===== src/rtl/cipher_frame_pkg.sv =====
// Shared types and constants for the ciphertext framer.
package cipher_frame_pkg;

    typedef enum logic [2:0] {IDLE, HDR, LEN, PAY, CHK} frame_state_t;

    localparam logic [7:0] SOF_DEFAULT = 8'hA5;

endpackage


===== src/rtl/byte_fifo.sv =====
// Byte FIFO with combinational head and an explicit occupancy counter.
// The caller qualifies push/pop; push while full is legal only with a same-cycle pop.
module byte_fifo #(
    parameter int DEPTH = 16
) (
    input  logic                       clk,
    input  logic                       rst,
    input  logic                       push,
    input  logic [7:0]                 wdata,
    input  logic                       pop,
    output logic [7:0]                 rdata,
    output logic [$clog2(DEPTH):0]     level,
    output logic                       full,
    output logic                       empty
);

    localparam int AW = $clog2(DEPTH);
    localparam int LW = AW + 1;

    logic [7:0]    mem_q [DEPTH];
    logic [AW-1:0] wptr_q, wptr_d;
    logic [AW-1:0] rptr_q, rptr_d;
    logic [LW-1:0] cnt_q,  cnt_d;

    always_comb begin
        wptr_d = wptr_q;
        rptr_d = rptr_q;
        cnt_d  = cnt_q;
        // DEPTH is a power of two, so pointer overflow is the modulo wrap
        if (push) wptr_d = wptr_q + AW'(1);
        if (pop)  rptr_d = rptr_q + AW'(1);
        case ({push, pop})
            2'b10:   cnt_d = cnt_q + LW'(1);
            2'b01:   cnt_d = cnt_q - LW'(1);
            default: cnt_d = cnt_q;
        endcase
    end

    always_ff @(posedge clk or posedge rst) begin
        if (rst) begin
            wptr_q <= '0;
            rptr_q <= '0;
            cnt_q  <= '0;
        end else begin
            wptr_q <= wptr_d;
            rptr_q <= rptr_d;
            cnt_q  <= cnt_d;
        end
    end

    always_ff @(posedge clk) begin
        if (push) mem_q[wptr_q] <= wdata;
    end

    assign rdata = mem_q[rptr_q];
    assign level = cnt_q;
    assign full  = (cnt_q == LW'(DEPTH));
    assign empty = (cnt_q == '0);

endmodule


===== src/rtl/cipher_framer.sv =====
// Buffers an unstallable ciphertext byte stream and emits fixed-length frames:
// SOF, length, FRAME_LEN payload bytes, XOR checksum, on a ready/valid link.
module cipher_framer
    import cipher_frame_pkg::*;
#(
    parameter int         DEPTH     = 16,
    parameter int         FRAME_LEN = 8,
    parameter logic [7:0] SOF_BYTE  = SOF_DEFAULT
) (
    input  logic                   clk,
    input  logic                   rst,
    input  logic [7:0]             din,
    input  logic                   v,
    output logic [7:0]             out_data,
    output logic                   out_valid,
    input  logic                   out_ready,
    output logic                   out_sof,
    output logic                   out_eof,
    output logic [$clog2(DEPTH):0] level,
    output logic                   overflow
);

    localparam int         LW       = $clog2(DEPTH) + 1;
    localparam logic [LW-1:0] FL_LVL = LW'(FRAME_LEN);
    localparam logic [7:0] FL_BYTE  = 8'(FRAME_LEN);
    localparam logic [7:0] FL_LAST  = 8'(FRAME_LEN - 1);

    frame_state_t state_q, state_d;
    logic [7:0]   cnt_q, cnt_d;
    logic [7:0]   csum_q, csum_d;
    logic         ovf_q, ovf_d;

    logic         push, pop;
    logic [7:0]   head;
    logic         fifo_full, fifo_empty;

    // Popping only happens on a PAY transfer; a pop frees the slot a full-FIFO push needs
    assign pop  = (state_q == PAY) && out_ready && !fifo_empty;
    assign push = v && (!fifo_full || pop);

    byte_fifo #(.DEPTH(DEPTH)) u_fifo (
        .clk   (clk),
        .rst   (rst),
        .push  (push),
        .wdata (din),
        .pop   (pop),
        .rdata (head),
        .level (level),
        .full  (fifo_full),
        .empty (fifo_empty)
    );

    always_comb begin
        state_d   = state_q;
        cnt_d     = cnt_q;
        csum_d    = csum_q;
        ovf_d     = ovf_q | (v && fifo_full && !pop);
        out_valid = 1'b0;
        out_data  = 8'h00;
        out_sof   = 1'b0;
        out_eof   = 1'b0;
        case (state_q)
            IDLE: begin
                // Only a whole frame's worth of bytes starts a frame, so PAY never underruns
                if (level >= FL_LVL) state_d = HDR;
            end
            HDR: begin
                out_valid = 1'b1;
                out_data  = SOF_BYTE;
                out_sof   = 1'b1;
                if (out_ready) state_d = LEN;
            end
            LEN: begin
                out_valid = 1'b1;
                out_data  = FL_BYTE;
                if (out_ready) begin
                    state_d = PAY;
                    cnt_d   = 8'h00;
                    csum_d  = 8'h00;
                end
            end
            PAY: begin
                out_valid = 1'b1;
                out_data  = head;
                if (out_ready) begin
                    csum_d = csum_q ^ head;
                    cnt_d  = cnt_q + 8'h01;
                    if (cnt_q == FL_LAST) state_d = CHK;
                end
            end
            CHK: begin
                out_valid = 1'b1;
                out_data  = csum_q;
                out_eof   = 1'b1;
                if (out_ready) state_d = IDLE;
            end
            default: state_d = IDLE;
        endcase
    end

    always_ff @(posedge clk or posedge rst) begin
        if (rst) begin
            state_q <= IDLE;
            cnt_q   <= 8'h00;
            csum_q  <= 8'h00;
            ovf_q   <= 1'b0;
        end else begin
            state_q <= state_d;
            cnt_q   <= cnt_d;
            csum_q  <= csum_d;
            ovf_q   <= ovf_d;
        end
    end

    assign overflow = ovf_q;

endmodule


===== config.mk =====
export PLATFORM = sky130hd
export DESIGN_NAME = cipher_framer
export DESIGN_NICKNAME = d
export VERILOG_FILES = /design/src/rtl/cipher_frame_pkg.sv /design/src/rtl/byte_fifo.sv /design/src/rtl/cipher_framer.sv
export SDC_FILE = /design/constraint.sdc
export NUM_CORES = 1
export LEC_CHECK = 0
export CORE_ASPECT_RATIO = 1.1
export CORE_MARGIN = 5
export CORE_UTILIZATION = 40
export DETAILED_ROUTE_END_ITERATION = 10
export PLACE_DENSITY = 0.58
export SYNTH_ARGS = -nofsm -noshare
export SYNTH_HDL_FRONTEND = slang
export SYNTH_HIERARCHICAL = 1
export SYNTH_SLANG_ARGS = --single-unit

===== constraint.sdc =====
create_clock -name clk -period 9.9 [get_ports clk]
set_clock_uncertainty 0.15 [all_clocks]
set_input_delay 0.99 -clock clk [delete_from_list [all_inputs] [get_ports clk]]
set_output_delay 0.99 -clock clk [all_outputs]
set_load 0.01 [all_outputs]

==> impl_results.md <==
* Post-CTS setup buffers at 0
* Maxcap violations at 0
* Fin crit share at 0.449
* Filler cell count in the final layout at 1447
* PnR worst setup slack at 5.46 ns
* CP Launch Type: flop
* H-tree lvl count at 4
* Worst path buffer plus inverter count at 3
* CP max-delay cell: mux4_1
* Final TNS setup at 0 ns
* Post-Syn Area per Cell at 16.3 µm²
* Final core utilization at 0.466
* Number of cells on the critical path at 8
* Slew HR at 0.441
* Hold path depth at 1
* TritonRoute pass-1 iters at 6
* Placeable Area at 17100 µm²
* Final setup vio count at 0
* Top cell by count, worst path: nand2_1
* Arrival time worst endpoint at 3.30 ns
* Row Count at 50
* Total I/O pin count at 29
* Crit end category: primary output
* Syn nets at 448
* Worst Path Required at 8.76 ns
* RSZ-0062 raised after global routing: false
* Routed length per instance at around 20 µm
* Remaining DRCs at 0
* Hold Buf Count CTS at 0
* GR Util All Layers at 0.145
* Post_cts resized at 0
* Mapped Cells at approximately 430
* Yosys reg bits at 161
* Drt initial violations at 222
* Initial Util at 0.408
* Total power at between 2000 and 2500 µW
* Commonest non-fill, non-tap cell in the layout: edfxtp_1
* Worst skew pair latency at ~0.42 ns
* Area of the die at 20200 µm²
* Pwr/cell area at 300 nW/µm²
* Maximum operating frequency at 225 MHz
* Final HPWL DP at between 8000 and 9000 µm
* Critical path type: reg2out
* Status: complete, no violations
* Reg2reg start: state_q[1]
* Die Wd at 136 µm
* Worst-path clk slew at 0.06 ns
* Worst Tran Pin Value at 0.837 ns
* Worst setup path start: u_fifo/rptr_q[0]
* Prevailing post-synth register cell: edfxtp_1
* Antenna viol nets, final at 0
* CTS tree: yes
* First-pass GRT wire length at 21400 µm
* Min Tclk post-route at roughly 4.4 ns
* GRT overflow at 0
* Dpl ws at 5.38 ns
* Worst r2r path cells at 11
* RePlAce Congestion at 0.757
* Commonest cells after routing, fill and taps aside: 128 x edfxtp_1, 32 x dfrtp_1, 28 x clkdlybuf4s50_1, 27 x nand2_1, 20 x and2_1
* Synthesis-to-finish area growth at 14.4%
* Post-synth EDFFs at between 100 and 150
* Clk sink count at 161
* Root buffer cell: clkbuf_16
* Clock buffer depth at 2
* Num CTS Buffers at 17
* Warnings, synthesis at 6
* Critical path cell sequence: buf_4 -> mux4_1 -> a22oi_1 -> nand2_1 -> inv_1 -> nand2_1 -> a22o_1 -> clkdlybuf4s50_1
* Via count at 3671
* DR vias/cell at 5.27
* Initial antenna violation count at 0
* Max-slew violation count at 0
* Critical path's top delay family: buffers and inverters
* Area occupied by multi-input gates at about 2100 µm²
* Final wirelength at 13800 µm
* Hold wc startpoint: cnt_q[7]
* Leakage at 0.00281 µW
* Layout cells sized above 1 at 0.121
* Vias in the first global route at between 3000 and 4000
* Post-layout nets at 472
* Min-Delay Path Class: reg2reg
* Mapped Area at 6960 µm²
* Critical-path maximum fanout at 35
* Pin count of the biggest net entering global routing at 36
* Reg area at 4670 µm²
* Seq/Total Area, Yosys at 0.670
* Worst vdd ir at 0.000131 V
* Synth unique cells at 50
* Worst path max stage delay at 0.65 ns
* Die Y at 148 µm
* Port Buf Inserts at 28
* Fin. Hold Viols at 0
* Ys async rst share at 0.205
* Antenna Cells at 0
[cell type report]
cell class | count | share of cell area
clock buffers | 18 | 0.0539
clock inverters | 14 | 0.0166
inverters | 17 | 0.00801
repair buffers | 30 | 0.0371
well taps | 234 | 0.0368
flip-flops and latches | 161 | 0.586
multi-input cells | 223 | 0.261
[per-layer routing]
layer / track usage / wire [µm] / vias to the layer above
li1: - / - / 1719
met1: 0.183 / 5980 / 1895
met2: 0.245 / 7230 / 41
met3: 0.0345 / 371 / 16
met4: 0.0499 / 187 / 0
met5: 0 / 0 / -
[power by group]
group | total (µW) | internal [µW] | leakage (µW) | switching (µW)
Combinational | 835 | 396 | 0.000982 | 439
Clock | 622 | 350 | 0.000269 | 272
Sequential | 929 | 846 | 0.00156 | 83.8
Total | 2390 | 1590 | 0.00281 | 795
[logic make-up (layout without fill, tap and decap cells)]
group,after synthesis,count (layout),synth area share
buf+inv,42,79,0.0305
simple gates,93,93,0.0755
flops,161,161,0.670
xor+xnor,12,12,0.0151
compound gates,71,71,0.0724
fa+ha+maj,10,10,0.0180
mux,37,37,0.118
[state kept, by name, summed over array words and instances (netlist names)]
register,flops
state_q,3
u_fifo/rptr_q,4
u_fifo/level,5
overflow,1
csum_q,8
u_fifo/wptr_q,4
u_fifo/mem_q,128
cnt_q,8
[stage by stage]
step | hold slack (ns) | cells | cell area, µm²
after floorplan | 0.290 | 426 | 6960
after global placement | 0.319 | 665 | 7400
after detailed placement | 0.329 | 665 | 7400
after CTS | 0.339 | 697 | 7970
after global routing | 0.361 | 697 | 7970
final | 0.337 | 697 | 7970
[path summary, 6_finish.rpt]
check	endpoint	slack, ns
worst max-delay path	out_data[7]	5.46
worst min-delay path	cnt_q[7]	0.34
worst max register to register	u_fifo/level[4]	6.33
worst min register to register	cnt_q[7]	0.34
max in group asynchronous	cnt_q[7]	8.20
min in group asynchronous	u_fifo/level[3]	0.80
[Yosys cell counts, drive strengths merged, types with 3 or more instances]
cell type / n / area, µm²
nor2: 9 / 33.8
mux2i: 3 / 30.0
nand2b: 6 / 37.5
mux4: 32 / 769
o31ai: 7 / 52.6
clkbuf: 9 / 33.8
a22o: 11 / 96.3
or3: 3 / 18.8
xnor2: 7 / 61.3
nand3: 5 / 25.0
and2: 20 / 125
edfxtp: 128 / 3840
a21o: 3 / 22.5
buf: 16 / 115
nand2: 27 / 101
or4: 4 / 30.0
a22oi: 16 / 120
nor2b: 5 / 31.3
inv: 17 / 63.8
a21oi: 8 / 40.0
o21ai: 9 / 45.0
ha: 10 / 125
o211ai: 8 / 60.1
xor2: 5 / 43.8
dfrtp: 33 / 826
Note: power is estimated with default switching activity, not from simulation.
